$ cat src/rtl/control_unit.sv
// control_unit: hardwired Moore sequencer (fetch T0-T2, execute T3-T5) for the phase-2 bus datapath.
// Define CU_STEP_EN to add a 'step' input that holds the FSM idle in T0 until step=1.
module control_unit #(
    parameter int BITS      = 32,
    parameter int REGISTERS = 16,
    parameter int SIG_COUNT = 13,
    parameter int MEM_WAIT  = 0
) (
    input  logic                 clk,
    input  logic                 reset,
`ifdef CU_STEP_EN
    input  logic                 step,
`endif
    input  logic [BITS-1:0]      IRVal,
    output logic                 PCin,
    output logic                 IRin,
    output logic                 RYin,
    output logic                 RZin,
    output logic                 MARin,
    output logic                 HILOin,
    output logic                 MDRin,
    output logic                 OUTPUTin,
    output logic                 INPUTout,
    output logic                 MDRout,
    output logic                 HILOout,
    output logic                 RZout,
    output logic                 PCout,
    output logic                 BAout,
    output logic                 Read,
    output logic                 Write,
    output logic [REGISTERS-1:0] GPRin,
    output logic [REGISTERS-1:0] GPRout,
    output logic                 ADD,
    output logic                 SUB,
    output logic                 MUL,
    output logic                 DIV,
    output logic                 SHR,
    output logic                 SHL,
    output logic                 ROR,
    output logic                 ROL,
    output logic                 AND,
    output logic                 OR,
    output logic                 NEGATE,
    output logic                 NOT,
    output logic                 IncPC,
    output logic                 run,
    output logic                 illegal
);
    localparam logic [2:0] S_T0 = 3'd0, S_T1 = 3'd1, S_T2 = 3'd2, S_T3 = 3'd3,
                           S_T4 = 3'd4, S_T5 = 3'd5, S_HALT = 3'd6;

    localparam logic [4:0] OP_LD  = 5'b00000, OP_ST  = 5'b00010, OP_ADD  = 5'b00011,
                           OP_SUB = 5'b00100, OP_SHR = 5'b00101, OP_SHL  = 5'b00110,
                           OP_ROR = 5'b00111, OP_ROL = 5'b01000, OP_AND  = 5'b01001,
                           OP_OR  = 5'b01010, OP_MUL = 5'b01110, OP_DIV  = 5'b01111,
                           OP_NEG = 5'b10000, OP_NOT = 5'b10001, OP_MFHI = 5'b10100,
                           OP_IN  = 5'b10110, OP_OUT = 5'b10111, OP_NOP  = 5'b11010,
                           OP_HALT = 5'b11011;

    localparam int A_ADD = 0, A_SUB = 1, A_MUL = 2, A_DIV = 3, A_SHR = 4, A_SHL = 5,
                   A_ROR = 6, A_ROL = 7, A_AND = 8, A_OR = 9, A_NEG = 10, A_NOT = 11,
                   A_INC = 12;

    logic [2:0] state_reg, state_next;
    logic [3:0] wait_reg, wait_next;
    logic [4:0] op;
    logic [3:0] ra, rb, rc;
    logic [REGISTERS-1:0] ra_hot, rb_hot, rc_hot;
    logic [SIG_COUNT-1:0] op_alu, alu_op;
    logic is_alu3, is_muldiv, is_unary, is_ld, is_st, is_long, is_access, hold, step_ok;
    logic unused_ir;

    assign op = IRVal[31:27];
    assign ra = IRVal[26:23];
    assign rb = IRVal[22:19];
    assign rc = IRVal[18:15];
    assign unused_ir = ^IRVal[14:0];

`ifdef CU_STEP_EN
    assign step_ok = step;
`else
    assign step_ok = 1'b1;
`endif

    genvar gi;
    generate
        for (gi = 0; gi < REGISTERS; gi++) begin : g_gpr_dec
            assign ra_hot[gi] = (int'(ra) % REGISTERS) == gi;
            assign rb_hot[gi] = (int'(rb) % REGISTERS) == gi;
            assign rc_hot[gi] = (int'(rc) % REGISTERS) == gi;
        end
    endgenerate

    assign is_alu3   = (op >= OP_ADD) && (op <= OP_OR);
    assign is_muldiv = (op == OP_MUL) || (op == OP_DIV);
    assign is_unary  = (op == OP_NEG) || (op == OP_NOT);
    assign is_ld     = (op == OP_LD);
    assign is_st     = (op == OP_ST);
    assign is_long   = is_alu3 || is_muldiv || is_ld || is_st;

    // Memory access steps stretch by MEM_WAIT cycles; the counter is reloaded whenever not holding.
    assign is_access = (state_reg == S_T1) || ((state_reg == S_T4) && is_ld) ||
                       ((state_reg == S_T5) && is_st);
    assign hold      = is_access && (wait_reg != 4'd0);

    always_comb begin
        op_alu = '0;
        case (op)
            OP_ADD:  op_alu[A_ADD] = 1'b1;
            OP_SUB:  op_alu[A_SUB] = 1'b1;
            OP_MUL:  op_alu[A_MUL] = 1'b1;
            OP_DIV:  op_alu[A_DIV] = 1'b1;
            OP_SHR:  op_alu[A_SHR] = 1'b1;
            OP_SHL:  op_alu[A_SHL] = 1'b1;
            OP_ROR:  op_alu[A_ROR] = 1'b1;
            OP_ROL:  op_alu[A_ROL] = 1'b1;
            OP_AND:  op_alu[A_AND] = 1'b1;
            OP_OR:   op_alu[A_OR]  = 1'b1;
            OP_NEG:  op_alu[A_NEG] = 1'b1;
            OP_NOT:  op_alu[A_NOT] = 1'b1;
            default: ;
        endcase
    end

    always_comb begin
        state_next = state_reg;
        wait_next  = 4'(MEM_WAIT);
        if (hold) begin
            wait_next = wait_reg - 4'd1;
        end else begin
            case (state_reg)
                S_T0:    if (step_ok) state_next = S_T1;
                S_T1:    state_next = S_T2;
                S_T2:    state_next = S_T3;
                S_T3:    state_next = (op == OP_HALT) ? S_HALT :
                                      (is_long || is_unary) ? S_T4 : S_T0;
                S_T4:    state_next = is_long ? S_T5 : S_T0;
                S_T5:    state_next = S_T0;
                S_HALT:  state_next = S_HALT;
                default: state_next = S_T0;
            endcase
        end
    end

    always_ff @(posedge clk) begin
        if (reset) begin
            state_reg <= S_T0;
            wait_reg  <= 4'd0;
        end else begin
            state_reg <= state_next;
            wait_reg  <= wait_next;
        end
    end

    // Strobes are a pure decode of {state, IRVal}, forced low while reset is asserted.
    always_comb begin
        PCin = 1'b0; IRin = 1'b0; RYin = 1'b0; RZin = 1'b0; MARin = 1'b0; HILOin = 1'b0;
        MDRin = 1'b0; OUTPUTin = 1'b0; INPUTout = 1'b0; MDRout = 1'b0; HILOout = 1'b0;
        RZout = 1'b0; PCout = 1'b0; BAout = 1'b0; Read = 1'b0; Write = 1'b0;
        GPRin = '0; GPRout = '0; alu_op = '0; illegal = 1'b0;
        if (!reset) begin
            case (state_reg)
                S_T0: if (step_ok) begin
                    PCout = 1'b1; MARin = 1'b1; RZin = 1'b1; alu_op[A_INC] = 1'b1;
                end
                S_T1: begin RZout = 1'b1; PCin = 1'b1; Read = 1'b1; MDRin = 1'b1; end
                S_T2: begin MDRout = 1'b1; IRin = 1'b1; end
                S_T3: begin
                    if (is_alu3) begin
                        GPRout = rb_hot; RYin = 1'b1;
                    end else if (is_muldiv) begin
                        GPRout = ra_hot; RYin = 1'b1;
                    end else if (is_unary) begin
                        GPRout = rb_hot; alu_op = op_alu; RZin = 1'b1;
                    end else if (is_ld || is_st) begin
                        GPRout = rb_hot; BAout = (rb == 4'd0); MARin = 1'b1;
                    end else begin
                        case (op)
                            OP_MFHI:        begin HILOout = 1'b1; GPRin = ra_hot; end
                            OP_IN:          begin INPUTout = 1'b1; GPRin = ra_hot; end
                            OP_OUT:         begin GPRout = ra_hot; OUTPUTin = 1'b1; end
                            OP_NOP, OP_HALT: ;
                            default:        illegal = 1'b1;
                        endcase
                    end
                end
                S_T4: begin
                    if (is_alu3) begin
                        GPRout = rc_hot; alu_op = op_alu; RZin = 1'b1;
                    end else if (is_muldiv) begin
                        GPRout = rb_hot; alu_op = op_alu; RZin = 1'b1;
                    end else if (is_unary) begin
                        RZout = 1'b1; GPRin = ra_hot;
                    end else if (is_ld) begin
                        Read = 1'b1; MDRin = 1'b1;
                    end else if (is_st) begin
                        GPRout = ra_hot; MDRin = 1'b1;
                    end
                end
                S_T5: begin
                    if (is_alu3) begin
                        RZout = 1'b1; GPRin = ra_hot;
                    end else if (is_muldiv) begin
                        RZout = 1'b1; HILOin = 1'b1;
                    end else if (is_ld) begin
                        MDRout = 1'b1; GPRin = ra_hot;
                    end else if (is_st) begin
                        Write = 1'b1;
                    end
                end
                default: ;
            endcase
        end
    end

    assign ADD    = alu_op[A_ADD];
    assign SUB    = alu_op[A_SUB];
    assign MUL    = alu_op[A_MUL];
    assign DIV    = alu_op[A_DIV];
    assign SHR    = alu_op[A_SHR];
    assign SHL    = alu_op[A_SHL];
    assign ROR    = alu_op[A_ROR];
    assign ROL    = alu_op[A_ROL];
    assign AND    = alu_op[A_AND];
    assign OR     = alu_op[A_OR];
    assign NEGATE = alu_op[A_NEG];
    assign NOT    = alu_op[A_NOT];
    assign IncPC  = alu_op[A_INC];

    assign run = !reset && (state_reg != S_HALT);
endmodule

$ cat config.mk
export PLATFORM = sky130hd
export DESIGN_NAME = control_unit
export DESIGN_NICKNAME = d
export VERILOG_FILES = /design/src/rtl/control_unit.sv
export SDC_FILE = /design/constraint.sdc
export NUM_CORES = 1
export LEC_CHECK = 0
export ABC_CLOCK_PERIOD_IN_PS = 6600
export BUFFER_PORTS_ARGS = -buffer_cell sky130_fd_sc_hd__buf_2
export CORE_AREA = 2 2 76 78
export DETAILED_ROUTE_END_ITERATION = 8
export DIE_AREA = 0 0 78 80
export GPL_TIMING_DRIVEN = 0
export PLACE_DENSITY_LB_ADDON = 0.15
export SYNTH_ARGS = -nofsm -noshare
export SYNTH_HDL_FRONTEND = slang
export SYNTH_SLANG_ARGS = --single-unit
$ cat constraint.sdc
create_clock -name clk -period 6.6 [get_ports clk]
set_input_delay 1.32 -clock clk [delete_from_list [all_inputs] [get_ports clk]]
set_output_delay 1.32 -clock clk [all_outputs]
set_load 0.05 [all_outputs]
==> metrics.txt <==
Worst Path Arrival 3.72 ns; die area 6240 um2; Max rail drop VDD 0.000135 V; capture instance of the worst register-to-register path state_reg[2]$_SDFFE_PP0N_; CP Launch Type input pin; Unique masters post-synth 55; CTS tree built; average vias per placed instance 6.01; synthesized instance count 364; combined global-route utilization of all metal layers 24.5%; classification of the worst setup path input pin to output port; grt met1 use 35.9%; growth of design area from synthesis to finish 24.3%; worst min path class flop to flop; cell area after synthesis 2130 um2; met3 routing resource usage after global routing 1.81%; Finished Core Util 48.9%; iteration-0 DRC count of the detailed router 433; worst-case hold path end point wait_reg[0]$_SDFF_PP0_; routed vias 3102; antenna violations before repair 0; Placed Cells incl. Taps 512; biggest area contributors in the synthesized netlist sky130_fd_sc_hd__nor2_1 9.7%, sky130_fd_sc_hd__nand2_1 8.6%, sky130_fd_sc_hd__a21oi_1 7.1%; total of endpoints with negative setup slack in the final report 0; post-detailed-route count of antenna-violating nets 0; most instantiated flip-flop cell in the synthesis netlist sky130_fd_sc_hd__dfxtp_1; number of enable flip-flop cells after synthesis 0; Seq/Total Area, Yosys 6.58%; Avg Synthesized Cell Area 5.85 um2; sum of net half-perimeters after detailed placement 6.28 mm; hold_buf cts 0; nets@finish 480; met2 Use GR 38.9%; chip width 78 um; number of cells on the worst reg-to-reg path 5; pin count of the biggest net entering global routing 11; RSZ-0062 raised after global routing false; Reg2Reg Setup Slack 4.92 ns; portion of synthesized cell area occupied by the leading cell type 9.70%; final slew viol count 0; Post-Synthesis Net Count 399; Worst-Skew Late Latency 0.23 ns; Fmax achieved 0.198 GHz; proportion of power drawn by flip-flops and latches 19.4%; required time at the endpoint of the critical path 5.28 ns; Initial Util 39.4%; mean routed wirelength per cell 15.9 um; switching share of power 47.4%; number of buffers created by CTS 3; final worst setup slack 1.56 ns; proportion of power drawn by the clock network 25.6%; final sum of negative setup slack 0 ns; post-CTS clock slew at the launch and capture registers of the worst setup and hold paths 0.04 ns; result of the run complete, no violations; type of element capturing the critical path output port; post-CTS repair timing setup buffer count 0; Pwr Density 87.3 nW/um2; worst setup slack after placement 1.66 ns; highest-utilization routing layer at the global route stage met2; Filler Cells Inserted 577; synthesized flop and latch total 7; switching component of the power 0.110 mW; P_int 0.121 mW; clock buffer depth 2; Antenna Cells 0; core footprint 5410 um2; Initial DRT Pass Iterations 7; clock tree skew after final layout 0.00375 ns; flip-flop count of the largest register after layout 4; DRC 0; total chip power 0.231 mW; list of most frequent post-synthesis cells 55 x sky130_fd_sc_hd__nor2_1, 49 x sky130_fd_sc_hd__nand2_1, 30 x sky130_fd_sc_hd__a21oi_1, 20 x sky130_fd_sc_hd__clkbuf_1, 19 x sky130_fd_sc_hd__o21ai_0; grt total ovfl 0; slew of the pin with the lowest slew margin 0.782 ns; largest area contributor in the netlist sky130_fd_sc_hd__nor2_1; number of levels the H-tree was split into 1; standard-cell rows 27; Worst Hold Launch wait_reg[0]$_SDFF_PP0_; final critical-path share of the clock period 76.4%; Cells on Worst Hold Path 1; weighted congestion at the end of routability-driven global placement 0.915; share of layout cells above drive strength 1 23.6%; largest driver fanout on the critical path 10; cell with the most instances after synthesis sky130_fd_sc_hd__nor2_1; number of maximum-capacitance violations 0; Total Routed Length 8.19 mm; count of instances resized after the clock tree is built 0; minimum clock period 5.04 ns; count of pins on the block boundary 97; Final Hold Fails 0; vertical die dimension 80 um; combinational group share of total power 55.0%; total number of clock tree sinks 7; Slew Limit Headroom 47.4%; wire length of the first global-routing pass 12.6 mm; vias in the first global route 2648; master cell of the clock root buffer sky130_fd_sc_hd__clkbuf_8; startpoint of the most critical register-to-register path state_reg[2]$_SDFFE_PP0N_; Port Buffers 76; Post-synth ARST share 0%; filler-free cell count of the finished design 516; Syn. warnings 0; leakage power 1.06 nW
[cells in the final DEF, fill, tap and decap left out, drive strengths merged, types with 4 or more instances in the layout]
cell type and count:
buf 87, nor2 56, nand2 49, a21oi 30, o21ai 26, clkbuf 24, nor3 17, a32oi 15
nand3 14, a31oi 14, nand2b 12, nor2b 12, o22ai 11, inv 7, dfxtp 7, a22oi 5
nor4 5, nor4bb 4, and3b 4, or3 4, nand3b 4
[power by group through the flow]
stage | logic, mW | registers [mW] | clock network (mW)
after CTS | 0.124 | 0.0447 | 0.0606
after detailed placement | 0.123 | 0.0454 | 0
after floorplan | 0.0906 | 0.0452 | 0
after global placement | 0.123 | 0.0454 | 0
after global routing | 0.137 | 0.0449 | 0.0642
final | 0.127 | 0.0448 | 0.0592
[per-stage QoR]
step | hold WS [ns] | instance area (um2)
after floorplan | 0.427 | 2130
after global placement | 0.449 | 2600
after detailed placement | 0.458 | 2600
after CTS | 0.461 | 2650
after global routing | 0.481 | 2650
final | 0.456 | 2650
[critical path: stages]
cell                       delay (ns)
sky130_fd_sc_hd__buf_2           0.11
sky130_fd_sc_hd__buf_6           0.13
sky130_fd_sc_hd__buf_2           0.23
sky130_fd_sc_hd__nand2_1         0.24
sky130_fd_sc_hd__o21ai_0         0.61
sky130_fd_sc_hd__nand2b_1        0.18
sky130_fd_sc_hd__clkbuf_1        0.30
sky130_fd_sc_hd__o32ai_1         0.26
sky130_fd_sc_hd__buf_2           0.34
[cells by family after synthesis]
family,count (synthesis),synth area share [%]
fa+ha+maj,1,0.588
flops,7,6.58
mux,1,0.529
compound gates,118,35.8
simple gates,196,47.4
buf+inv,39,8.29
xor+xnor,2,0.823
[final cells by class]
| class | instances | area (um2) | share of cell area [%] |
|---|---|---|---|
| Buffer | 32 | 150 | 5.68 |
| Clock buffer | 3 | 41.3 | 1.56 |
| Clock inverter | 1 | 5.00 | 0.189 |
| Inverter | 7 | 26.3 | 0.993 |
| Multi-Input combinational cell | 318 | 1810 | 68.5 |
| Sequential cell | 7 | 140 | 5.30 |
| Tap cell | 72 | 90.1 | 3.41 |
| Timing Repair Buffer | 76 | 380 | 14.4 |
[worst max path at each step]
stage,startpoint,endpoint,cells after the start
after floorplan,IRVal[29],GPRout[13],8
after global placement,IRVal[28],GPRout[14],9
after detailed placement,IRVal[28],GPRout[14],9
after CTS,IRVal[28],GPRout[14],9
after global routing,IRVal[28],GPRout[14],9
final,IRVal[28],GPRout[14],9
[per-layer routing]
metal	vias up	share of wire (%)
met4	0	1.2
met1	1405	46
met5	-	0
met3	10	8.3
met2	177	45
li1	1510	-
(Power assumes the default switching activity.)
